### src/rtl/decode_pkg.sv
// Shared decode constants and control-bundle type for the instruction decode queue.
// DECODE_ILLEGAL_EN (optional) adds an illegal-encoding flag to the decoded bundle.
package decode_pkg;

  localparam int unsigned INSTR_W  = 32;
  localparam int unsigned OP_W     = 6;
  localparam int unsigned REG_W    = 5;
  localparam int unsigned IMM_W    = 16;
  localparam int unsigned ADDR_W   = 26;
  localparam int unsigned ALU_OP_W = 3;

  localparam logic [OP_W-1:0] OP_RTYPE = 6'h00;
  localparam logic [OP_W-1:0] OP_J     = 6'h02;
  localparam logic [OP_W-1:0] OP_JAL   = 6'h03;
  localparam logic [OP_W-1:0] OP_BEQ   = 6'h04;
  localparam logic [OP_W-1:0] OP_BNE   = 6'h05;
  localparam logic [OP_W-1:0] OP_ADDI  = 6'h08;
  localparam logic [OP_W-1:0] OP_XORI  = 6'h0E;
  localparam logic [OP_W-1:0] OP_LW    = 6'h23;
  localparam logic [OP_W-1:0] OP_SW    = 6'h2B;

  localparam logic [OP_W-1:0] FN_JR  = 6'h08;
  localparam logic [OP_W-1:0] FN_ADD = 6'h20;
  localparam logic [OP_W-1:0] FN_SUB = 6'h22;
  localparam logic [OP_W-1:0] FN_XOR = 6'h26;
  localparam logic [OP_W-1:0] FN_SLT = 6'h2A;

  localparam logic [ALU_OP_W-1:0] ALU_ADD = 3'd0;
  localparam logic [ALU_OP_W-1:0] ALU_SUB = 3'd1;
  localparam logic [ALU_OP_W-1:0] ALU_XOR = 3'd2;
  localparam logic [ALU_OP_W-1:0] ALU_SLT = 3'd3;

  typedef struct packed {
    logic [ALU_OP_W-1:0] alu_op;
    logic                alu_imm;
    logic                reg_write;
    logic                reg_dst;
    logic                mem_to_reg;
    logic                mem_write;
    logic                branch_eq;
    logic                branch_ne;
    logic                jump;
    logic                jump_link;
    logic                jump_reg;
  } ctrl_t;

endpackage

### src/rtl/instr_decode_queue_if.sv
// Fetch-side push and decode-side bundle signals of the instruction decode queue.
// DECODE_ILLEGAL_EN adds the illegal flag to the bundle.
interface instr_decode_queue_if
  import decode_pkg::*;
#(
  parameter int unsigned PC_W = 32
) ();

  logic                in_valid;
  logic                in_ready;
  logic [INSTR_W-1:0]  in_instr;
  logic [PC_W-1:0]     in_pc;
  logic                flush;
  logic                out_valid;
  logic                out_ready;
  logic [OP_W-1:0]     op;
  logic [REG_W-1:0]    rs;
  logic [REG_W-1:0]    rt;
  logic [REG_W-1:0]    rd;
  logic [IMM_W-1:0]    imm;
  logic [ADDR_W-1:0]   addr;
  logic [ALU_OP_W-1:0] alu_op;
  logic                alu_imm;
  logic                reg_write;
  logic                reg_dst;
  logic                mem_to_reg;
  logic                mem_write;
  logic                branch_eq;
  logic                branch_ne;
  logic                jump;
  logic                jump_link;
  logic                jump_reg;
  logic [PC_W-1:0]     branch_target;
  logic [PC_W-1:0]     jump_target;
`ifdef DECODE_ILLEGAL_EN
  logic                illegal;
`endif

  modport slave (
    input  in_valid, in_instr, in_pc, flush, out_ready,
    output in_ready, out_valid, op, rs, rt, rd, imm, addr, alu_op, alu_imm,
           reg_write, reg_dst, mem_to_reg, mem_write, branch_eq, branch_ne,
           jump, jump_link, jump_reg, branch_target, jump_target
`ifdef DECODE_ILLEGAL_EN
         , illegal
`endif
  );

  modport master (
    output in_valid, in_instr, in_pc, flush, out_ready,
    input  in_ready, out_valid, op, rs, rt, rd, imm, addr, alu_op, alu_imm,
           reg_write, reg_dst, mem_to_reg, mem_write, branch_eq, branch_ne,
           jump, jump_link, jump_reg, branch_target, jump_target
`ifdef DECODE_ILLEGAL_EN
         , illegal
`endif
  );

endinterface

### src/rtl/instr_decode_comb.sv
// Pure combinational MIPS-subset decode: control bundle plus branch/jump targets.
// DECODE_ILLEGAL_EN flags unlisted encodings and suppresses their writes.
module instr_decode_comb
  import decode_pkg::*;
#(
  parameter int unsigned PC_W = 32
) (
  input  logic [INSTR_W-1:0] instr_i,
  input  logic [PC_W-1:0]    pc_i,
  output ctrl_t              ctrl_c_o,
  output logic [PC_W-1:0]    branch_target_c_o,
  output logic [PC_W-1:0]    jump_target_c_o
`ifdef DECODE_ILLEGAL_EN
, output logic               illegal_c_o
`endif
);

  logic [OP_W-1:0] op_c;
  logic [OP_W-1:0] funct_c;
  logic [PC_W-1:0] pc4_c;
  logic [PC_W-1:0] imm_sext_c;
  ctrl_t           ctrl_c;

  assign op_c    = instr_i[31:26];
  assign funct_c = instr_i[5:0];

  // Control table; unlisted encodings fall through as all-zero controls.
  always_comb begin
    ctrl_c        = '0;
    ctrl_c.alu_op = ALU_ADD;
    case (op_c)
      OP_RTYPE: begin
        case (funct_c)
          FN_ADD: begin ctrl_c.reg_write = 1'b1; ctrl_c.reg_dst = 1'b1; end
          FN_SUB: begin ctrl_c.reg_write = 1'b1; ctrl_c.reg_dst = 1'b1; ctrl_c.alu_op = ALU_SUB; end
          FN_XOR: begin ctrl_c.reg_write = 1'b1; ctrl_c.reg_dst = 1'b1; ctrl_c.alu_op = ALU_XOR; end
          FN_SLT: begin ctrl_c.reg_write = 1'b1; ctrl_c.reg_dst = 1'b1; ctrl_c.alu_op = ALU_SLT; end
          FN_JR:  ctrl_c.jump_reg = 1'b1;
          default: ;
        endcase
      end
      OP_ADDI: begin ctrl_c.alu_imm = 1'b1; ctrl_c.reg_write = 1'b1; end
      OP_XORI: begin ctrl_c.alu_imm = 1'b1; ctrl_c.reg_write = 1'b1; ctrl_c.alu_op = ALU_XOR; end
      OP_LW:   begin ctrl_c.alu_imm = 1'b1; ctrl_c.reg_write = 1'b1; ctrl_c.mem_to_reg = 1'b1; end
      OP_SW:   begin ctrl_c.alu_imm = 1'b1; ctrl_c.mem_write = 1'b1; end
      OP_BEQ:  begin ctrl_c.alu_op = ALU_SUB; ctrl_c.branch_eq = 1'b1; end
      OP_BNE:  begin ctrl_c.alu_op = ALU_SUB; ctrl_c.branch_ne = 1'b1; end
      OP_J:    ctrl_c.jump = 1'b1;
      OP_JAL:  begin ctrl_c.jump = 1'b1; ctrl_c.jump_link = 1'b1; ctrl_c.reg_write = 1'b1; end
      default: ;
    endcase
  end

`ifdef DECODE_ILLEGAL_EN
  // Every listed encoding raises at least one control bit, so an all-zero bundle marks it unlisted.
  always_comb begin
    illegal_c_o = (ctrl_c == '0);
    ctrl_c_o    = ctrl_c;
    if (illegal_c_o) begin
      ctrl_c_o.reg_write = 1'b0;
      ctrl_c_o.mem_write = 1'b0;
    end
  end
`else
  assign ctrl_c_o = ctrl_c;
`endif

  assign pc4_c             = pc_i + PC_W'(4);
  assign imm_sext_c        = {{(PC_W-IMM_W){instr_i[15]}}, instr_i[15:0]};
  assign branch_target_c_o = pc4_c + (imm_sext_c << 2);

  generate
    if (PC_W > 28) begin : g_jt_upper
      assign jump_target_c_o = {pc4_c[PC_W-1:28], instr_i[25:0], 2'b00};
    end else begin : g_jt_flat
      assign jump_target_c_o = {instr_i[25:0], 2'b00};
    end
  endgenerate

endmodule

### src/rtl/instr_decode_queue.sv
// DEPTH-entry instruction/PC FIFO feeding a registered decode stage with stall and flush.
// DECODE_ILLEGAL_EN adds the illegal flag to the registered bundle.
module instr_decode_queue
  import decode_pkg::*;
#(
  parameter int unsigned DEPTH = 4,
  parameter int unsigned PC_W  = 32
) (
  input logic                  clk,
  input logic                  rst_n,
  instr_decode_queue_if.slave  bus
);

  localparam int unsigned PTR_W = $clog2(DEPTH);
  localparam int unsigned CNT_W = $clog2(DEPTH + 1);

  typedef struct packed {
    logic [OP_W-1:0]   op;
    logic [REG_W-1:0]  rs;
    logic [REG_W-1:0]  rt;
    logic [REG_W-1:0]  rd;
    logic [IMM_W-1:0]  imm;
    logic [ADDR_W-1:0] addr;
    ctrl_t             ctrl;
    logic [PC_W-1:0]   branch_target;
    logic [PC_W-1:0]   jump_target;
`ifdef DECODE_ILLEGAL_EN
    logic              illegal;
`endif
  } bundle_t;

  logic [INSTR_W-1:0] instr_mem_q [DEPTH];
  logic [PC_W-1:0]    pc_mem_q    [DEPTH];
  logic [PTR_W-1:0]   wr_ptr_q, wr_ptr_d;
  logic [PTR_W-1:0]   rd_ptr_q, rd_ptr_d;
  logic [CNT_W-1:0]   count_q, count_d;
  logic               in_ready_q, in_ready_d;
  logic               out_valid_q, out_valid_d;
  bundle_t            bundle_q, bundle_d;

  logic               push_c;
  logic               load_c;
  logic [INSTR_W-1:0] head_instr_c;
  logic [PC_W-1:0]    head_pc_c;
  ctrl_t              head_ctrl_c;
  logic [PC_W-1:0]    head_bt_c;
  logic [PC_W-1:0]    head_jt_c;
  bundle_t            head_bundle_c;
`ifdef DECODE_ILLEGAL_EN
  logic               head_illegal_c;
`endif

  assign head_instr_c = instr_mem_q[rd_ptr_q];
  assign head_pc_c    = pc_mem_q[rd_ptr_q];

  instr_decode_comb #(.PC_W(PC_W)) u_decode (
    .instr_i           (head_instr_c),
    .pc_i              (head_pc_c),
    .ctrl_c_o          (head_ctrl_c),
    .branch_target_c_o (head_bt_c),
    .jump_target_c_o   (head_jt_c)
`ifdef DECODE_ILLEGAL_EN
  , .illegal_c_o       (head_illegal_c)
`endif
  );

  always_comb begin
    head_bundle_c               = '0;
    head_bundle_c.op            = head_instr_c[31:26];
    head_bundle_c.rs            = head_instr_c[25:21];
    head_bundle_c.rt            = head_instr_c[20:16];
    head_bundle_c.rd            = head_instr_c[15:11];
    head_bundle_c.imm           = head_instr_c[15:0];
    head_bundle_c.addr          = head_instr_c[25:0];
    head_bundle_c.ctrl          = head_ctrl_c;
    head_bundle_c.branch_target = head_bt_c;
    head_bundle_c.jump_target   = head_jt_c;
`ifdef DECODE_ILLEGAL_EN
    head_bundle_c.illegal       = head_illegal_c;
`endif
  end

  // Flush wins over push and load; a pop never frees a slot for the same cycle's push.
  always_comb begin
    push_c      = bus.in_valid & in_ready_q & ~bus.flush;
    load_c      = (count_q != '0) & (~out_valid_q | bus.out_ready) & ~bus.flush;
    wr_ptr_d    = wr_ptr_q;
    rd_ptr_d    = rd_ptr_q;
    count_d     = count_q;
    out_valid_d = out_valid_q;
    bundle_d    = bundle_q;
    in_ready_d  = in_ready_q;
    if (bus.flush) begin
      wr_ptr_d    = '0;
      rd_ptr_d    = '0;
      count_d     = '0;
      out_valid_d = 1'b0;
      in_ready_d  = 1'b1;
    end else begin
      wr_ptr_d = wr_ptr_q + PTR_W'(push_c);
      rd_ptr_d = rd_ptr_q + PTR_W'(load_c);
      count_d  = count_q + CNT_W'(push_c) - CNT_W'(load_c);
      if (load_c) begin
        out_valid_d = 1'b1;
        bundle_d    = head_bundle_c;
      end else if (bus.out_ready) begin
        out_valid_d = 1'b0;
      end
      in_ready_d = (count_d != CNT_W'(DEPTH));
    end
  end

  always_ff @(posedge clk or negedge rst_n) begin
    if (!rst_n) begin
      wr_ptr_q    <= '0;
      rd_ptr_q    <= '0;
      count_q     <= '0;
      in_ready_q  <= 1'b1;
      out_valid_q <= 1'b0;
      bundle_q    <= '0;
    end else begin
      wr_ptr_q    <= wr_ptr_d;
      rd_ptr_q    <= rd_ptr_d;
      count_q     <= count_d;
      in_ready_q  <= in_ready_d;
      out_valid_q <= out_valid_d;
      bundle_q    <= bundle_d;
    end
  end

  // Storage needs no reset: entries are only read once counted.
  always_ff @(posedge clk) begin
    if (push_c) begin
      instr_mem_q[wr_ptr_q] <= bus.in_instr;
      pc_mem_q[wr_ptr_q]    <= bus.in_pc;
    end
  end

  assign bus.in_ready      = in_ready_q;
  assign bus.out_valid     = out_valid_q;
  assign bus.op            = bundle_q.op;
  assign bus.rs            = bundle_q.rs;
  assign bus.rt            = bundle_q.rt;
  assign bus.rd            = bundle_q.rd;
  assign bus.imm           = bundle_q.imm;
  assign bus.addr          = bundle_q.addr;
  assign bus.alu_op        = bundle_q.ctrl.alu_op;
  assign bus.alu_imm       = bundle_q.ctrl.alu_imm;
  assign bus.reg_write     = bundle_q.ctrl.reg_write;
  assign bus.reg_dst       = bundle_q.ctrl.reg_dst;
  assign bus.mem_to_reg    = bundle_q.ctrl.mem_to_reg;
  assign bus.mem_write     = bundle_q.ctrl.mem_write;
  assign bus.branch_eq     = bundle_q.ctrl.branch_eq;
  assign bus.branch_ne     = bundle_q.ctrl.branch_ne;
  assign bus.jump          = bundle_q.ctrl.jump;
  assign bus.jump_link     = bundle_q.ctrl.jump_link;
  assign bus.jump_reg      = bundle_q.ctrl.jump_reg;
  assign bus.branch_target = bundle_q.branch_target;
  assign bus.jump_target   = bundle_q.jump_target;
`ifdef DECODE_ILLEGAL_EN
  assign bus.illegal       = bundle_q.illegal;
`endif

endmodule

### src/flat_wrapper.sv
// flat-port wrapper written by rule: the top's interface ports become plain ports
module instr_decode_queue_flat import decode_pkg::*;
#(
  parameter int unsigned DEPTH = 4,
  parameter int unsigned PC_W  = 32
)
  (clk, rst_n, bus_in_valid, bus_in_instr, bus_in_pc, bus_flush, bus_out_ready, bus_in_ready, bus_out_valid, bus_op, bus_rs, bus_rt, bus_rd, bus_imm, bus_addr, bus_alu_op, bus_alu_imm, bus_reg_write, bus_reg_dst, bus_mem_to_reg, bus_mem_write, bus_branch_eq, bus_branch_ne, bus_jump, bus_jump_link, bus_jump_reg, bus_branch_target, bus_jump_target);
  instr_decode_queue_if #(.PC_W(PC_W)) bus_i ();
  input logic clk;
  input logic rst_n;
  input wire logic [$bits(bus_i.in_valid)-1:0] bus_in_valid;
  input wire logic [$bits(bus_i.in_instr)-1:0] bus_in_instr;
  input wire logic [$bits(bus_i.in_pc)-1:0] bus_in_pc;
  input wire logic [$bits(bus_i.flush)-1:0] bus_flush;
  input wire logic [$bits(bus_i.out_ready)-1:0] bus_out_ready;
  output wire logic [$bits(bus_i.in_ready)-1:0] bus_in_ready;
  output wire logic [$bits(bus_i.out_valid)-1:0] bus_out_valid;
  output wire logic [$bits(bus_i.op)-1:0] bus_op;
  output wire logic [$bits(bus_i.rs)-1:0] bus_rs;
  output wire logic [$bits(bus_i.rt)-1:0] bus_rt;
  output wire logic [$bits(bus_i.rd)-1:0] bus_rd;
  output wire logic [$bits(bus_i.imm)-1:0] bus_imm;
  output wire logic [$bits(bus_i.addr)-1:0] bus_addr;
  output wire logic [$bits(bus_i.alu_op)-1:0] bus_alu_op;
  output wire logic [$bits(bus_i.alu_imm)-1:0] bus_alu_imm;
  output wire logic [$bits(bus_i.reg_write)-1:0] bus_reg_write;
  output wire logic [$bits(bus_i.reg_dst)-1:0] bus_reg_dst;
  output wire logic [$bits(bus_i.mem_to_reg)-1:0] bus_mem_to_reg;
  output wire logic [$bits(bus_i.mem_write)-1:0] bus_mem_write;
  output wire logic [$bits(bus_i.branch_eq)-1:0] bus_branch_eq;
  output wire logic [$bits(bus_i.branch_ne)-1:0] bus_branch_ne;
  output wire logic [$bits(bus_i.jump)-1:0] bus_jump;
  output wire logic [$bits(bus_i.jump_link)-1:0] bus_jump_link;
  output wire logic [$bits(bus_i.jump_reg)-1:0] bus_jump_reg;
  output wire logic [$bits(bus_i.branch_target)-1:0] bus_branch_target;
  output wire logic [$bits(bus_i.jump_target)-1:0] bus_jump_target;
  assign bus_i.in_valid = bus_in_valid;
  assign bus_i.in_instr = bus_in_instr;
  assign bus_i.in_pc = bus_in_pc;
  assign bus_i.flush = bus_flush;
  assign bus_i.out_ready = bus_out_ready;
  assign bus_in_ready = bus_i.in_ready;
  assign bus_out_valid = bus_i.out_valid;
  assign bus_op = bus_i.op;
  assign bus_rs = bus_i.rs;
  assign bus_rt = bus_i.rt;
  assign bus_rd = bus_i.rd;
  assign bus_imm = bus_i.imm;
  assign bus_addr = bus_i.addr;
  assign bus_alu_op = bus_i.alu_op;
  assign bus_alu_imm = bus_i.alu_imm;
  assign bus_reg_write = bus_i.reg_write;
  assign bus_reg_dst = bus_i.reg_dst;
  assign bus_mem_to_reg = bus_i.mem_to_reg;
  assign bus_mem_write = bus_i.mem_write;
  assign bus_branch_eq = bus_i.branch_eq;
  assign bus_branch_ne = bus_i.branch_ne;
  assign bus_jump = bus_i.jump;
  assign bus_jump_link = bus_i.jump_link;
  assign bus_jump_reg = bus_i.jump_reg;
  assign bus_branch_target = bus_i.branch_target;
  assign bus_jump_target = bus_i.jump_target;
  instr_decode_queue #(.DEPTH(DEPTH), .PC_W(PC_W)) u_core (.clk(clk), .rst_n(rst_n), .bus(bus_i));
endmodule
### config.mk
export PLATFORM = sky130hd
export DESIGN_NAME = instr_decode_queue_flat
export DESIGN_NICKNAME = d
export VERILOG_FILES = /design/src/rtl/decode_pkg.sv /design/src/rtl/instr_decode_queue_if.sv /design/src/rtl/instr_decode_comb.sv /design/src/rtl/instr_decode_queue.sv /design/src/flat_wrapper.sv
export SDC_FILE = /design/constraint.sdc
export NUM_CORES = 1
export LEC_CHECK = 0
export BUFFER_PORTS_ARGS = -buffer_cell sky130_fd_sc_hd__buf_4
export CAP_MARGIN = 10
export CORE_MARGIN = 3
export CORE_UTILIZATION = 25
export DETAILED_ROUTE_END_ITERATION = 12
export GPL_TIMING_DRIVEN = 1
export PLACE_DENSITY = 0.45
export SYNTH_ARGS = -nofsm -noshare
export SYNTH_HDL_FRONTEND = slang
export SYNTH_HIERARCHICAL = 1
export SYNTH_SLANG_ARGS = --single-unit
### constraint.sdc
create_clock -name clk -period 9.3 [get_ports clk]
set_input_delay 1.395 -clock clk [delete_from_list [all_inputs] [get_ports clk]]
set_output_delay 1.395 -clock clk [all_outputs]
set_load 0.005 [all_outputs]
==> results of run 1 <==
## worst max-delay path, cell delays in order, from the launching register on
cell and delay (ps):
sky130_fd_sc_hd__dfrtp_4 1010, sky130_fd_sc_hd__buf_4 590, sky130_fd_sc_hd__mux4_1 1060, sky130_fd_sc_hd__ha_1 610
sky130_fd_sc_hd__a21oi_1 330, sky130_fd_sc_hd__o21ai_1 190, sky130_fd_sc_hd__a221oi_1 330, sky130_fd_sc_hd__o21a_1 200
sky130_fd_sc_hd__nand4b_1 90, sky130_fd_sc_hd__nor3b_1 150, sky130_fd_sc_hd__mux2_1 280
## logic make-up after synthesis
logic type	share of synthesized area (%)
flops	63.2
simple gates	5.06
compound gates	4.09
other cells	0.0223
fa+ha+maj	2.99
xor+xnor	3.23
mux	16.6
buf+inv	4.78
## layout make-up
type	count	share of cell area [%]
clock inverters	21	1.06
flip-flops and latches	374	52.5
clock buffers	63	5.93
repair buffers	222	8.23
multi-input cells	531	26.7
inverters	15	0.277
well taps	864	5.32
## cells in the final DEF (no fill, tap or decap), types with 4 or more instances in the layout
master,netlist,routed
sky130_fd_sc_hd__edfxtp_1,256,256
sky130_fd_sc_hd__buf_4,66,221
sky130_fd_sc_hd__dfrtp_1,117,115
sky130_fd_sc_hd__mux2_1,67,67
sky130_fd_sc_hd__mux4_2,57,57
sky130_fd_sc_hd__clkbuf_16,0,45
sky130_fd_sc_hd__nor2_1,42,42
sky130_fd_sc_hd__ha_1,37,37
sky130_fd_sc_hd__xnor2_1,36,36
sky130_fd_sc_hd__nand2_1,33,33
sky130_fd_sc_hd__a21oi_1,29,29
sky130_fd_sc_hd__mux2_4,25,25
sky130_fd_sc_hd__xor2_1,21,21
sky130_fd_sc_hd__mux2_2,18,18
sky130_fd_sc_hd__nand3_1,18,18
sky130_fd_sc_hd__clkbuf_1,6,17
sky130_fd_sc_hd__inv_1,15,15
sky130_fd_sc_hd__nand4_1,12,12
sky130_fd_sc_hd__a21o_1,12,12
sky130_fd_sc_hd__nor3_1,10,9
sky130_fd_sc_hd__o21ai_1,9,9
sky130_fd_sc_hd__clkinv_2,0,7
sky130_fd_sc_hd__mux4_1,7,7
sky130_fd_sc_hd__o21ai_0,7,7
sky130_fd_sc_hd__and3_1,6,5
sky130_fd_sc_hd__inv_6,0,4
sky130_fd_sc_hd__nand3b_1,4,4
sky130_fd_sc_hd__a21oi_2,4,4
sky130_fd_sc_hd__a31oi_1,4,4
sky130_fd_sc_hd__nor4_1,4,4
## cells in the mapped netlist (all sizes together) (4+ instances only)
| cell type | instances |
|---|---|
| ha | 37 |
| o22ai | 4 |
| a31oi | 4 |
| mux2 | 110 |
| nand2 | 33 |
| o21ai | 19 |
| buf | 93 |
| nand4 | 12 |
| a21o | 12 |
| inv | 15 |
| clkbuf | 6 |
| mux4 | 64 |
| xor2 | 21 |
| xnor2 | 36 |
| and3 | 6 |
| dfrtp | 117 |
| nor2 | 46 |
| nor4 | 4 |
| nor3 | 11 |
| nand3b | 4 |
| nor3b | 4 |
| nand3 | 19 |
| a21oi | 33 |
| edfxtp | 256 |
## metrics by stage
stage	cells	worst slack (ps)	total power [W]
after floorplan	1019	2040	0.00403
after global placement	2006	4160	0.00494
after detailed placement	2006	4110	0.00495
after CTS	2090	4090	0.00669
after global routing	2090	3690	0.00699
final	2090	4250	0.00656
## power breakdown
part / leakage (nW) / switching, W / total (W) / internal [W]
clock: 0.689 / 0.000699 / 0.00170 / 0.000997
combinational: 3.12 / 0.00130 / 0.00255 / 0.00126
sequential: 3.74 / 0.000232 / 0.00231 / 0.00208
total: 7.55 / 0.00223 / 0.00656 / 0.00433
## worst max path at each step
stage,from,endpoint,slack (ps),depth (start not counted)
2_1_floorplan,bus_flush,u_core/instr_mem_q[1][0],2040,4
3_3_place_gp,u_core/rd_ptr_q[0],u_core/bus.branch_target[30],4160,10
3_5_place_dp,u_core/rd_ptr_q[0],u_core/bus.branch_target[30],4110,10
4_1_cts,u_core/rd_ptr_q[0],u_core/bus.branch_target[30],4090,10
5_1_grt,u_core/rd_ptr_q[0],u_core/bus.branch_target[29],3690,16
6_report,u_core/rd_ptr_q[0],u_core/bus.branch_target[30],4250,10
## layer usage
| layer | GRT usage (%) | up-vias | share of wire, % | wire [um] |
|---|---|---|---|---|
| li1 | - | 4194 | - | - |
| met1 | 16.6 | 4691 | 45 | 19500 |
| met2 | 20.1 | 225 | 47 | 20500 |
| met3 | 2.98 | 41 | 6.2 | 2670 |
| met4 | 2.94 | 4 | 1.4 | 621 |
| met5 | 0 | - | 0.035 | 15 |
==> impl_results.html, run 1 <==
<table>
<tr><th>Metric</th><th>Value</th></tr>
<tr><th colspan="2">Finish</th></tr>
<tr><td>Syn-to-layout area delta</td><td>20.6%</td></tr>
<tr><td>Area of the multi-input gates</td><td>5430 um^2</td></tr>
<tr><td>Layout cells sized above 1</td><td>34.3%</td></tr>
<tr><td>Leading registers by flop count</td><td>u_core/instr_mem_q x128, u_core/pc_mem_q x128</td></tr>
<tr><td>Nets</td><td>approximately 1,300</td></tr>
<tr><td>Final standard cell area without fillers</td><td>20,300 um^2</td></tr>
<tr><td>Number of antenna cells inserted</td><td>0</td></tr>
<tr><td>Storage cell area</td><td>10,600 um^2</td></tr>
<tr><td>Filler cell count in the final layout</td><td>6,567</td></tr>
<tr><td>Post-route core utilization</td><td>30.7%</td></tr>
<tr><th colspan="2">CTS</th></tr>
<tr><td>Post-cts gate resize count</td><td>0</td></tr>
<tr><td>TritonCTS clock tree</td><td>built</td></tr>
<tr><td>Max Buffers Root-to-Sink</td><td>3</td></tr>
<tr><td>H-Tree Depth</td><td>2</td></tr>
<tr><td>Buffers inserted by post-CTS timing repair</td><td>0</td></tr>
<tr><td>Clock latency of the later-clocked register in the worst-skew pair</td><td>~570 ps</td></tr>
<tr><td>Cell chosen for the clock root</td><td>sky130_fd_sc_hd__clkbuf_16</td></tr>
<tr><td>Clock slew at reported path FFs</td><td>60 ps</td></tr>
<tr><td>Number of sinks handled by clock tree synthesis</td><td>between 300 and 400</td></tr>
<tr><td>TritonCTS Buffers</td><td>45</td></tr>
<tr><td>Post-CTS Hold Buffers</td><td>0</td></tr>
<tr><th colspan="2">Detailed routing</th></tr>
<tr><td>DRC violation total after the first TritonRoute iteration</td><td>538</td></tr>
<tr><td>Detail-routed via count per cell</td><td>4.38</td></tr>
<tr><td>Drt wl/cell</td><td>20.7 um</td></tr>
<tr><td>Number of antenna-violating nets in the routed design</td><td>0</td></tr>
<tr><td>Vias after detailed routing</td><td>9,155</td></tr>
<tr><td>Total wire length</td><td>43,300 um</td></tr>
<tr><td>Number of design rule violations left after detail routing</td><td>0</td></tr>
<tr><td>Number of iterations in the first detailed-routing pass</td><td>5</td></tr>
<tr><th colspan="2">Logic synthesis</th></tr>
<tr><td>Post-Synthesis Cell Area</td><td>16,800 um^2</td></tr>
<tr><td>Leading post-synthesis cells by cell area</td><td>sky130_fd_sc_hd__edfxtp_1, sky130_fd_sc_hd__dfrtp_1, sky130_fd_sc_hd__mux4_2</td></tr>
<tr><td>Most used flip-flop cell after synthesis</td><td>sky130_fd_sc_hd__edfxtp_1</td></tr>
<tr><td>Share of the synthesized area in the top cell type</td><td>approximately 46%</td></tr>
<tr><td>Number of instances in the synthesized netlist</td><td>1,017</td></tr>
<tr><td>Yosys warning total</td><td>6</td></tr>
<tr><td>Async set-or-reset flop fraction in the synthesized netlist</td><td>a little under a third</td></tr>
<tr><td>Post-synthesis sequential area ratio</td><td>~63%</td></tr>
<tr><td>Syn_area_per_cell</td><td>16.6 um^2</td></tr>
<tr><td>Yosys top cell by area</td><td>sky130_fd_sc_hd__edfxtp_1</td></tr>
<tr><td>Library cells used by synthesis</td><td>69</td></tr>
<tr><td>Number of enable flip-flop cells after synthesis</td><td>256</td></tr>
<tr><td>Flip-flop and latch count after synthesis</td><td>374</td></tr>
<tr><th colspan="2">STA</th></tr>
<tr><td>RSZ-0062 raised after global routing</td><td>no</td></tr>
<tr><td>Max Clock Freq</td><td>0.198 GHz</td></tr>
<tr><td>Transition at the pin with the smallest max-transition slack</td><td>1120 ps</td></tr>
<tr><td>Setup violation total in the final timing report</td><td>0</td></tr>
<tr><td>Fin Setup TNS</td><td>0 ps</td></tr>
<tr><td>Headroom to the max-slew limit</td><td>25.1%</td></tr>
<tr><td>Fin Clk Skew</td><td>between 15 and 20 ps</td></tr>
<tr><td>Slew Viols, Final</td><td>0</td></tr>
<tr><td>Final period utilization</td><td>54.3%</td></tr>
<tr><td>Final critical path time including I/O delays and setup</td><td>between 5000 and 6000 ps</td></tr>
<tr><td>Final number of hold-violating endpoints</td><td>0</td></tr>
<tr><td>Post-route worst hold slack</td><td>between 400 and 500 ps</td></tr>
<tr><th colspan="2">GRT</th></tr>
<tr><td>Global-route usage over all layers</td><td>12.3%</td></tr>
<tr><td>Initial antenna violation count</td><td>7</td></tr>
<tr><td>Maximum number of pins on one net before global-route repair</td><td>79</td></tr>
<tr><td>Via count of the first global-routing pass</td><td>9,614</td></tr>
<tr><td>First-pass GRT wire length</td><td>around 65,000 um</td></tr>
<tr><td>Global route overflow</td><td>0</td></tr>
<tr><th colspan="2">Placement</th></tr>
<tr><td>Number of buffer cells added on primary ports</td><td>between 200 and 250</td></tr>
<tr><td>DP HPWL</td><td>29,300 um</td></tr>
<tr><td>Area after DPL</td><td>18,900 um^2</td></tr>
<tr><td>Final estimated routing congestion in global placement</td><td>about 0.81</td></tr>
<tr><th colspan="2">Setup path</th></tr>
<tr><td>Endpoint required time on the critical path</td><td>just under 10,000 ps</td></tr>
<tr><td>Register-to-register path setup slack</td><td>4250 ps</td></tr>
<tr><td>R2r worst-path depth</td><td>10</td></tr>
<tr><td>Category of the worst setup path capture point</td><td>register</td></tr>
<tr><td>Type of origin of the critical path</td><td>register</td></tr>
<tr><td>Origin of the critical flop-to-flop path</td><td>u_core/rd_ptr_q[0]</td></tr>
<tr><td>Kind of critical path</td><td>reg2reg</td></tr>
<tr><td>R2r endpoint</td><td>u_core/bus.branch_target[30]</td></tr>
<tr><td>Largest fanout of any net on the critical path</td><td>40</td></tr>
<tr><td>Arrival time at the worst endpoint</td><td>5500 ps</td></tr>
<tr><th colspan="2">Min path</th></tr>
<tr><td>Worst hold stages</td><td>1</td></tr>
<tr><td>Worst hold endpoint</td><td>u_core/bus.jump_target[1]</td></tr>
<tr><td>Start point of the worst min-delay path</td><td>u_core/bus.jump_target[1]</td></tr>
<tr><td>Kind of path behind the tightest hold check</td><td>reg2reg</td></tr>
<tr><th colspan="2">Power and ir drop</th></tr>
<tr><td>Lkg Pwr</td><td>7.55 nW</td></tr>
<tr><td>Total power divided by cell area</td><td>approximately 320 nW/um^2</td></tr>
<tr><td>Worst IR drop on VDD</td><td>~0.14 mV</td></tr>
<tr><th colspan="2">Floorplanning</th></tr>
<tr><td>Io pins</td><td>211</td></tr>
<tr><td>Die extent in x</td><td>266 um</td></tr>
<tr><td>Area of the core</td><td>between 60,000 and 70,000 um^2</td></tr>
<tr><td>Vert. Die Dim</td><td>266 um</td></tr>
<tr><td>Effective utilization at floorplan</td><td>around a quarter</td></tr>
<tr><td>Die ar.</td><td>just over 70,000 um^2</td></tr>
<tr><td>Site Rows</td><td>94</td></tr>
<tr><th colspan="2">Run</th></tr>
<tr><td>Max-cap check violation count</td><td>0</td></tr>
<tr><th colspan="2">Outcome</th></tr>
<tr><td>Result of the run</td><td>completed</td></tr>
</table>
No activity file was read; power rests on OpenSTA's default activity.
==> inputs of run 2 (changes only) <==
- ABC_AREA: unset -> 1
- clock period: 9.3 -> 4.7 ns (I/O delays scaled with it)
==> impl_results.html, run 2 <==
<table>
<tr><th>Metric</th><th>Value</th></tr>
<tr><th colspan="2">Finish</th></tr>
<tr><td>Layout cells sized above 1</td><td>15.2% (-19 points)</td></tr>
<tr><td>Leading registers by flop count</td><td>u_core/instr_mem_q x128, u_core/pc_mem_q x128</td></tr>
<tr><td>Area of the multi-input gates</td><td>5660 um^2 (+4.3%)</td></tr>
<tr><td>Most used cells in the layout excluding fill and tap cells</td><td>sky130_fd_sc_hd__nand2_1, sky130_fd_sc_hd__edfxtp_1, sky130_fd_sc_hd__inv_1, sky130_fd_sc_hd__buf_4, sky130_fd_sc_hd__nor2_1</td></tr>
<tr><td>Final standard cell area without fillers</td><td>21,500 um^2 (+6.0%)</td></tr>
<tr><td>Nets</td><td>2,215 (+71%)</td></tr>
<tr><td>Final standard cell count with taps included and fillers excluded</td><td>3,083 (+48%)</td></tr>
<tr><td>Filler cell count in the final layout</td><td>7,419 (+13%)</td></tr>
<tr><td>Syn-to-layout area delta</td><td>19.5%</td></tr>
<tr><td>Leading cell type in the layout, fill and taps excluded</td><td>sky130_fd_sc_hd__nand2_1</td></tr>
<tr><td>Storage cell area</td><td>10,600 um^2 (about the same)</td></tr>
<tr><th colspan="2">Detailed routing</th></tr>
<tr><td>Drt wl/cell</td><td>16.8 um (-19%)</td></tr>
<tr><td>Number of antenna-violating nets in the routed design</td><td>0 (unchanged)</td></tr>
<tr><td>Detail-routed via count per cell</td><td>4.25 (-3.0%)</td></tr>
<tr><td>Vias after detailed routing</td><td>13,100 (+43%)</td></tr>
<tr><td>Total wire length</td><td>51,700 um (+20%)</td></tr>
<tr><td>DRC violation total after the first TritonRoute iteration</td><td>803 (+49%)</td></tr>
<tr><td>Number of iterations in the first detailed-routing pass</td><td>5 (unchanged)</td></tr>
<tr><td>Number of design rule violations left after detail routing</td><td>0 (unchanged)</td></tr>
<tr><th colspan="2">STA</th></tr>
<tr><td>Final period utilization</td><td>89.2% (+35 points)</td></tr>
<tr><td>Headroom to the max-slew limit</td><td>40.0% (+15 points)</td></tr>
<tr><td>Final critical path time including I/O delays and setup</td><td>4190 ps (-860 ps)</td></tr>
<tr><td>Setup violation total in the final timing report</td><td>0 (unchanged)</td></tr>
<tr><td>Max Clock Freq</td><td>0.239 GHz (+21%)</td></tr>
<tr><td>Slew Viols, Final</td><td>0 (unchanged)</td></tr>
<tr><td>RSZ-0062 raised after global routing</td><td>no</td></tr>
<tr><td>Setup slack of the critical path after layout</td><td>509 ps (-3740 ps)</td></tr>
<tr><td>Fin Setup TNS</td><td>0 ps (unchanged)</td></tr>
<tr><td>Final number of hold-violating endpoints</td><td>0 (unchanged)</td></tr>
<tr><td>Fin Clk Skew</td><td>25.5 ps (+7.38 ps)</td></tr>
<tr><td>Post-route worst hold slack</td><td>199 ps (-284 ps)</td></tr>
<tr><td>Transition at the pin with the smallest max-transition slack</td><td>900 ps (-224 ps)</td></tr>
<tr><th colspan="2">Floorplanning</th></tr>
<tr><td>Io pins</td><td>211 (unchanged)</td></tr>
<tr><td>Die extent in x</td><td>274 um (+3.4%)</td></tr>
<tr><td>Site Rows</td><td>97 (+3.2%)</td></tr>
<tr><td>Effective utilization at floorplan</td><td>25.5% (+0.034 points)</td></tr>
<tr><td>Die ar.</td><td>75,300 um^2 (+6.8%)</td></tr>
<tr><td>Vert. Die Dim</td><td>274 um (+3.4%)</td></tr>
<tr><td>Area of the core</td><td>70,800 um^2 (+6.9%)</td></tr>
<tr><th colspan="2">Logic synthesis</th></tr>
<tr><td>Cell with the most instances after synthesis</td><td>sky130_fd_sc_hd__nand2_1</td></tr>
<tr><td>Number of enable flip-flop cells after synthesis</td><td>256 (unchanged)</td></tr>
<tr><td>Syn_area_per_cell</td><td>9.22 um^2 (-44%)</td></tr>
<tr><td>Library cells used by synthesis</td><td>35 (-49%)</td></tr>
<tr><td>Post-synthesis sequential area ratio</td><td>59.1% (-4.1 points)</td></tr>
<tr><td>Most used flip-flop cell after synthesis</td><td>sky130_fd_sc_hd__edfxtp_1</td></tr>
<tr><td>Share of the synthesized area in the top cell type</td><td>42.7% (-3.0 points)</td></tr>
<tr><td>Yosys top cell by area</td><td>sky130_fd_sc_hd__edfxtp_1</td></tr>
<tr><td>Leading post-synthesis cells by cell area</td><td>sky130_fd_sc_hd__edfxtp_1, sky130_fd_sc_hd__dfrtp_1, sky130_fd_sc_hd__nand2_1</td></tr>
<tr><td>Flip-flop and latch count after synthesis</td><td>374 (unchanged)</td></tr>
<tr><td>Number of instances in the synthesized netlist</td><td>1,954 (+92%)</td></tr>
<tr><td>Yosys warning total</td><td>6 (unchanged)</td></tr>
<tr><td>Async set-or-reset flop fraction in the synthesized netlist</td><td>31.6% (unchanged)</td></tr>
<tr><td>Post-Synthesis Cell Area</td><td>18,000 um^2 (+7.0%)</td></tr>
<tr><td>Top cells by instance count after synthesis</td><td>sky130_fd_sc_hd__nand2_1, sky130_fd_sc_hd__edfxtp_1, sky130_fd_sc_hd__inv_1</td></tr>
<tr><th colspan="2">Power and ir drop</th></tr>
<tr><td>Lkg Pwr</td><td>9.93 nW (+31%)</td></tr>
<tr><td>Worst IR drop on VDD</td><td>0.308 mV (+120%)</td></tr>
<tr><td>Total power divided by cell area</td><td>658 nW/um^2 (+100%)</td></tr>
<tr><th colspan="2">Placement</th></tr>
<tr><td>Final estimated routing congestion in global placement</td><td>0.822 (+1.9%)</td></tr>
<tr><td>DP HPWL</td><td>35,300 um (+20%)</td></tr>
<tr><td>Number of buffer cells added on primary ports</td><td>210 (unchanged)</td></tr>
<tr><td>Area after DPL</td><td>20,200 um^2 (+7.1%)</td></tr>
<tr><td>Total instance count after detailed placement</td><td>3,003 (+50%)</td></tr>
<tr><td>DP Worst Slack</td><td>458 ps (-3650 ps)</td></tr>
<tr><th colspan="2">Setup path</th></tr>
<tr><td>Arrival time at the worst endpoint</td><td>4700 ps (-800 ps)</td></tr>
<tr><td>Type of origin of the critical path</td><td>register</td></tr>
<tr><td>Kind of critical path</td><td>reg2reg</td></tr>
<tr><td>First element of the critical path</td><td>u_core/rd_ptr_q[0]</td></tr>
<tr><td>Origin of the critical flop-to-flop path</td><td>u_core/rd_ptr_q[0]</td></tr>
<tr><td>Endpoint required time on the critical path</td><td>5210 ps (-4540 ps)</td></tr>
<tr><td>Largest fanout of any net on the critical path</td><td>129 (+220%)</td></tr>
<tr><td>Category of the worst setup path capture point</td><td>register</td></tr>
<tr><th colspan="2">CTS</th></tr>
<tr><td>Post-cts gate resize count</td><td>0 (unchanged)</td></tr>
<tr><td>H-Tree Depth</td><td>2 (unchanged)</td></tr>
<tr><td>Number of sinks handled by clock tree synthesis</td><td>374 (unchanged)</td></tr>
<tr><td>TritonCTS Buffers</td><td>42 (-6.7%)</td></tr>
<tr><td>Max Buffers Root-to-Sink</td><td>3 (unchanged)</td></tr>
<tr><td>Cell chosen for the clock root</td><td>sky130_fd_sc_hd__clkbuf_16</td></tr>
<tr><td>Buffers inserted by post-CTS timing repair</td><td>0 (unchanged)</td></tr>
<tr><td>TritonCTS clock tree</td><td>built</td></tr>
<tr><td>Clock slew at reported path FFs</td><td>60 ps (about the same)</td></tr>
<tr><td>Clock latency of the later-clocked register in the worst-skew pair</td><td>570 ps (about the same)</td></tr>
<tr><td>Post-CTS Hold Buffers</td><td>0 (unchanged)</td></tr>
<tr><th colspan="2">GRT</th></tr>
<tr><td>Maximum number of pins on one net before global-route repair</td><td>130 (+65%)</td></tr>
<tr><td>Initial antenna violation count</td><td>11 (+4)</td></tr>
<tr><td>Global-route usage over all layers</td><td>13.6% (+1.3 points)</td></tr>
<tr><td>First-pass GRT wire length</td><td>78,600 um (+21%)</td></tr>
<tr><td>Global route overflow</td><td>0 (unchanged)</td></tr>
<tr><td>Via count of the first global-routing pass</td><td>12,800 (+34%)</td></tr>
<tr><th colspan="2">Run</th></tr>
<tr><td>Max-cap check violation count</td><td>0 (unchanged)</td></tr>
<tr><th colspan="2">Min path</th></tr>
<tr><td>Kind of path behind the tightest hold check</td><td>in2async</td></tr>
<tr><th colspan="2">Outcome</th></tr>
<tr><td>Result of the run</td><td>completed</td></tr>
</table>
-- run 2: changes by cell type in the layout (fill, tap and decap cells not counted), moves of 29 or more --
cell                      change
sky130_fd_sc_hd__inv_1      +220
sky130_fd_sc_hd__mux4_2      -57
sky130_fd_sc_hd__nor2_1      +97
sky130_fd_sc_hd__mux2_1      -67
sky130_fd_sc_hd__o21ai_0     +67
sky130_fd_sc_hd__nand2_1    +655
sky130_fd_sc_hd__nand3_1     +85
sky130_fd_sc_hd__o22ai_1     +29
-- run 2: worst paths after layout --
check                                                to  slack, ps  cells past startpoint
setup / recovery           u_core/bus.branch_target[25]        510                     19
min in group clk              u_core/instr_mem_q[1][30]        330                      1
hold / removal                u_core/bus.jump_target[5]        200                      1
max in group asynchronous              u_core/bus.rd[1]       3470                      2
hold reg to reg             u_core/bus.branch_target[1]        480                      2
setup reg to reg           u_core/bus.branch_target[25]        510                     19
-- run 2: cell families after synthesis --
logic type,count (synthesis),synth area share (%)
compound gates,145,4.33
simple gates,984,22.0
other cells,1,0.0208
flops,374,59.1
fa+ha+maj,39,2.79
xor+xnor,42,2.04
buf+inv,369,9.78
-- run 2: where the power goes --
group	leakage (nW)	switching [W]	total, W	internal, W
Combinational	5.49	0.00423	0.00663	0.00239
Sequential	3.81	0.000359	0.00443	0.00408
Clock	0.637	0.00132	0.00310	0.00178
-- run 2: routing by layer --
layer	up-vias	track usage, %	wire, um
li1	6521	-	-
met1	6248	17.7	23500
met2	244	22.6	24100
met3	71	3.54	3060
met4	18	3.46	978
met5	-	0	119
-- run 2: critical path: stages, from the launching register on --
cell and delay, ps:
sky130_fd_sc_hd__dfrtp_4 430, sky130_fd_sc_hd__buf_12 450, sky130_fd_sc_hd__o21ai_0 180, sky130_fd_sc_hd__o22ai_1 360, sky130_fd_sc_hd__nand2_1 110, sky130_fd_sc_hd__inv_2 90, sky130_fd_sc_hd__nand2_1 110, sky130_fd_sc_hd__nor4_1 560
sky130_fd_sc_hd__xor2_1 190, sky130_fd_sc_hd__ha_1 430, sky130_fd_sc_hd__nand2_1 150, sky130_fd_sc_hd__nor2_1 250, sky130_fd_sc_hd__inv_1 60, sky130_fd_sc_hd__o21ai_1 200, sky130_fd_sc_hd__nand3_1 130, sky130_fd_sc_hd__nand3_1 90
sky130_fd_sc_hd__nand2_1 50, sky130_fd_sc_hd__nand2_1 70, sky130_fd_sc_hd__nand2_1 70, sky130_fd_sc_hd__nand2_1 90
-- run 2: layout make-up --
cell class | instances | area share [%]
clock buffer | 58 | 5.35
inverter | 241 | 4.21
tap | 940 | 5.46
clock inverter | 20 | 0.645
timing repair buffer | 235 | 8.56
antenna | 2 | 0.0232
multi-input combinational | 1213 | 26.3
sequential | 374 | 49.5
-- run 2: per-stage QoR --
step	total power (W)	util [%]
after floorplan	0.00889	-
after CTS	0.0144	30.4
after detailed placement	0.0112	28.6
final	0.0142	30.4
after global routing	0.0154	30.4
after global placement	0.0112	28.6
==> inputs of run 3 (changes only) <==
- clock period: 4.7 -> 4.1 ns (I/O delays scaled with it)
==> impl_results.html, run 3 (synthesis gave the netlist of run 2 again) <==
<table>
<tr><th>Metric</th><th>Value</th></tr>
<tr><th colspan="2">Outcome</th></tr>
<tr><td>Result of the run</td><td>completed</td></tr>
<tr><th colspan="2">Floorplanning</th></tr>
<tr><td>Die extent in x</td><td>274 um (unchanged)</td></tr>
<tr><td>Die ar.</td><td>75,300 um^2 (unchanged)</td></tr>
<tr><td>Effective utilization at floorplan</td><td>25.5% (unchanged)</td></tr>
<tr><td>Site Rows</td><td>97 (unchanged)</td></tr>
<tr><td>Area of the core</td><td>70,800 um^2 (unchanged)</td></tr>
<tr><td>Vert. Die Dim</td><td>274 um (unchanged)</td></tr>
<tr><td>Io pins</td><td>211 (unchanged)</td></tr>
<tr><th colspan="2">Placement</th></tr>
<tr><td>Number of buffer cells added on primary ports</td><td>210 (unchanged)</td></tr>
<tr><td>DP HPWL</td><td>36,600 um (+3.8%)</td></tr>
<tr><td>Final estimated routing congestion in global placement</td><td>0.856 (+4.2%)</td></tr>
<tr><td>Area after DPL</td><td>20,600 um^2 (+1.7%)</td></tr>
<tr><th colspan="2">STA</th></tr>
<tr><td>Slew Viols, Final</td><td>0 (unchanged)</td></tr>
<tr><td>Final critical path time including I/O delays and setup</td><td>3780 ps (-415 ps)</td></tr>
<tr><td>Setup violation total in the final timing report</td><td>0 (unchanged)</td></tr>
<tr><td>Transition at the pin with the smallest max-transition slack</td><td>1160 ps (+264 ps)</td></tr>
<tr><td>Fin Clk Skew</td><td>17.7 ps (-7.81 ps)</td></tr>
<tr><td>Max Clock Freq</td><td>0.265 GHz (+11%)</td></tr>
<tr><td>Fin Setup TNS</td><td>0 ps (unchanged)</td></tr>
<tr><td>Final number of hold-violating endpoints</td><td>0 (unchanged)</td></tr>
<tr><td>Headroom to the max-slew limit</td><td>22.0% (-18 points)</td></tr>
<tr><td>Post-route worst hold slack</td><td>137 ps (-61.9 ps)</td></tr>
<tr><td>Final period utilization</td><td>92.1% (+2.9 points)</td></tr>
<tr><td>RSZ-0062 raised after global routing</td><td>no</td></tr>
<tr><th colspan="2">Detailed routing</th></tr>
<tr><td>Drt wl/cell</td><td>16.8 um (+0.38%)</td></tr>
<tr><td>Detail-routed via count per cell</td><td>4.22 (-0.62%)</td></tr>
<tr><td>Number of design rule violations left after detail routing</td><td>0 (unchanged)</td></tr>
<tr><td>Number of antenna-violating nets in the routed design</td><td>0 (unchanged)</td></tr>
<tr><td>Number of iterations in the first detailed-routing pass</td><td>5 (unchanged)</td></tr>
<tr><td>Total wire length</td><td>52,700 um (+1.8%)</td></tr>
<tr><td>Vias after detailed routing</td><td>13,200 (+0.79%)</td></tr>
<tr><td>DRC violation total after the first TritonRoute iteration</td><td>822 (+2.4%)</td></tr>
<tr><th colspan="2">Setup path</th></tr>
<tr><td>Critical-path top delay cell</td><td>sky130_fd_sc_hd__dfrtp_4</td></tr>
<tr><td>Type of origin of the critical path</td><td>register</td></tr>
<tr><td>Largest stage delay on the critical path</td><td>520 ps (-40 ps)</td></tr>
<tr><td>Largest fanout of any net on the critical path</td><td>28 (-78%)</td></tr>
<tr><td>Cell-by-cell listing of the critical path</td><td>inv_6, buf_12, nor2_1, o22ai_2, buf_4, nand2_1, inv_1, nand3_1, nor3_4, buf_4, xor2_1, ha_1, nand2_1, inv_1, a21oi_1, nand2_1, xor2_1, nand2_1, nand2_1</td></tr>
<tr><td>Category of the worst setup path capture point</td><td>register</td></tr>
<tr><td>Kind of critical path</td><td>reg2reg</td></tr>
<tr><td>Endpoint required time on the critical path</td><td>4600 ps (-610 ps)</td></tr>
<tr><td>Arrival time at the worst endpoint</td><td>4280 ps (-420 ps)</td></tr>
<tr><td>Most frequent cell on the critical path</td><td>sky130_fd_sc_hd__nand2_1</td></tr>
<tr><th colspan="2">CTS</th></tr>
<tr><td>Post-CTS Hold Buffers</td><td>0 (unchanged)</td></tr>
<tr><td>Number of sinks handled by clock tree synthesis</td><td>374 (unchanged)</td></tr>
<tr><td>TritonCTS clock tree</td><td>built</td></tr>
<tr><td>Max Buffers Root-to-Sink</td><td>3 (unchanged)</td></tr>
<tr><td>Cell chosen for the clock root</td><td>sky130_fd_sc_hd__clkbuf_16</td></tr>
<tr><td>Clock slew at reported path FFs</td><td>60 ps (about the same)</td></tr>
<tr><td>Clock latency of the later-clocked register in the worst-skew pair</td><td>560 ps (about the same)</td></tr>
<tr><td>TritonCTS Buffers</td><td>43 (+2.4%)</td></tr>
<tr><td>H-Tree Depth</td><td>2 (unchanged)</td></tr>
<tr><th colspan="2">GRT</th></tr>
<tr><td>Global-route usage over all layers</td><td>14.0% (+0.33 points)</td></tr>
<tr><td>Maximum number of pins on one net before global-route repair</td><td>95 (-27%)</td></tr>
<tr><td>Global route overflow</td><td>0 (unchanged)</td></tr>
<tr><td>First-pass GRT wire length</td><td>80,400 um (+2.3%)</td></tr>
<tr><td>Initial antenna violation count</td><td>5 (-6)</td></tr>
<tr><td>Via count of the first global-routing pass</td><td>13,200 (+2.5%)</td></tr>
<tr><th colspan="2">Finish</th></tr>
<tr><td>Final standard cell area without fillers</td><td>22,000 um^2 (+2.2%)</td></tr>
<tr><td>Leading registers by flop count</td><td>u_core/instr_mem_q x128, u_core/pc_mem_q x128</td></tr>
<tr><td>Leading cell type in the layout, fill and taps excluded</td><td>sky130_fd_sc_hd__nand2_1</td></tr>
<tr><td>Most used cells in the layout excluding fill and tap cells</td><td>sky130_fd_sc_hd__nand2_1, sky130_fd_sc_hd__buf_4, sky130_fd_sc_hd__edfxtp_1, sky130_fd_sc_hd__inv_1, sky130_fd_sc_hd__nor2_1</td></tr>
<tr><td>Nets</td><td>2,260 (+2.0%)</td></tr>
<tr><td>Filler cell count in the final layout</td><td>7,345 (-1.0%)</td></tr>
<tr><td>Layout cells sized above 1</td><td>17.3% (+2.1 points)</td></tr>
<tr><td>Syn-to-layout area delta</td><td>22.2%</td></tr>
<tr><th colspan="2">Power and ir drop</th></tr>
<tr><td>Lkg Pwr</td><td>10.2 nW (+2.7%)</td></tr>
<tr><td>Switching part of the total</td><td>41.3% (-0.41 points)</td></tr>
<tr><td>Power dissipated by switching net loads</td><td>0.00696 W (+18%)</td></tr>
<tr><td>Total power divided by cell area</td><td>765 nW/um^2 (+16%)</td></tr>
<tr><td>Reg power frac</td><td>30.3% (-1.0 points)</td></tr>
<tr><td>Worst IR drop on VDD</td><td>0.285 mV (-7.5%)</td></tr>
<tr><td>Clock network fraction of design power</td><td>22.0% (about the same)</td></tr>
<tr><td>Relative contribution of combinational cells to total power</td><td>47.7% (+0.9 points)</td></tr>
<tr><td>Internal power contribution</td><td>0.00987 W (+20%)</td></tr>
<tr><th colspan="2">Min path</th></tr>
<tr><td>Kind of path behind the tightest hold check</td><td>in2async</td></tr>
<tr><th colspan="2">Run</th></tr>
<tr><td>Max-cap check violation count</td><td>0 (unchanged)</td></tr>
</table>
run 3: cell count changes in the layout (fill, tap and decap cells not counted), sizes merged:
cell	delta
clkinv	-5
diode	+1
buf	+43
clkinvlp	+1
inv	+2
bufinv	+2
run 3: stage by stage:
step                worst slack [ps]  cells  total power, W  utilization [%]
floorplan                      -1830   1956          0.0102                -
global placement                 226   3043          0.0132             29.1
detailed placement               163   3043          0.0132             29.1
CTS                              144   3120          0.0170             31.0
global route                    16.7   3125          0.0183             31.1
finish                           324   3127          0.0168             31.1
run 3: worst paths after layout:
path,start,cells past startpoint,slack (ps),to
max,u_core/rd_ptr_q[0],19,320,u_core/bus.branch_target[13]
max in group asynchronous,rst_n,2,2930,u_core/bus.rt[0]
min reg2reg,u_core/bus.jump_target[12],2,480,u_core/bus.jump_target[12]
min,rst_n,1,140,u_core/bus.jump_target[25]
max reg2reg,u_core/rd_ptr_q[0],19,320,u_core/bus.branch_target[13]
min in group clk,bus_in_pc[10],1,260,u_core/pc_mem_q[2][10]
run 3: routing by layer:
layer | up-vias | track usage [%] | share of wire (%)
met4 | 6 | 4.34 | 2.8
met5 | - | 0 | 0.076
met3 | 89 | 3.09 | 5.4
met2 | 263 | 22.7 | 46
met1 | 6242 | 18.5 | 46
li1 | 6606 | - | -
run 3: what timing repair did:
item / CTS / global route
setup endpoints to repair: 0 / 10
buffers inserted: 0 / 3
gates resized for setup: 0 / 13
run 3: layout make-up:
type | instances | area [um^2] | area share (%)
Clock buffer | 57 | 1160 | 5.26
Multi-Input combinational cell | 1213 | 5690 | 25.9
Tap cell | 940 | 1180 | 5.34
Timing Repair Buffer | 279 | 2240 | 10.2
Sequential cell | 374 | 10600 | 48.4
Inverter | 241 | 910 | 4.13
Antenna cell | 3 | 7.51 | 0.0341
Clock inverter | 20 | 183 | 0.830
run 3: critical path: cells and delay by family, from the launching register on:
family | cells | cell delay [ps]
and+or+nand+nor | 8 | 1130
buffers and inverters | 6 | 760
DFF | 1 | 520
xor gates and xnor gates | 2 | 520
AOI/OAI and AO/OA | 2 | 460
adders and majority gates | 1 | 330
run 3: power groups by stage:
stage	registers (W)	logic (W)	clock network [W]
after detailed placement	0.00517	0.00804	0
after global placement	0.00516	0.00800	0
after CTS	0.00510	0.00807	0.00384
after floorplan	0.00509	0.00510	0
final	0.00509	0.00803	0.00371
after global routing	0.00517	0.00910	0.00400
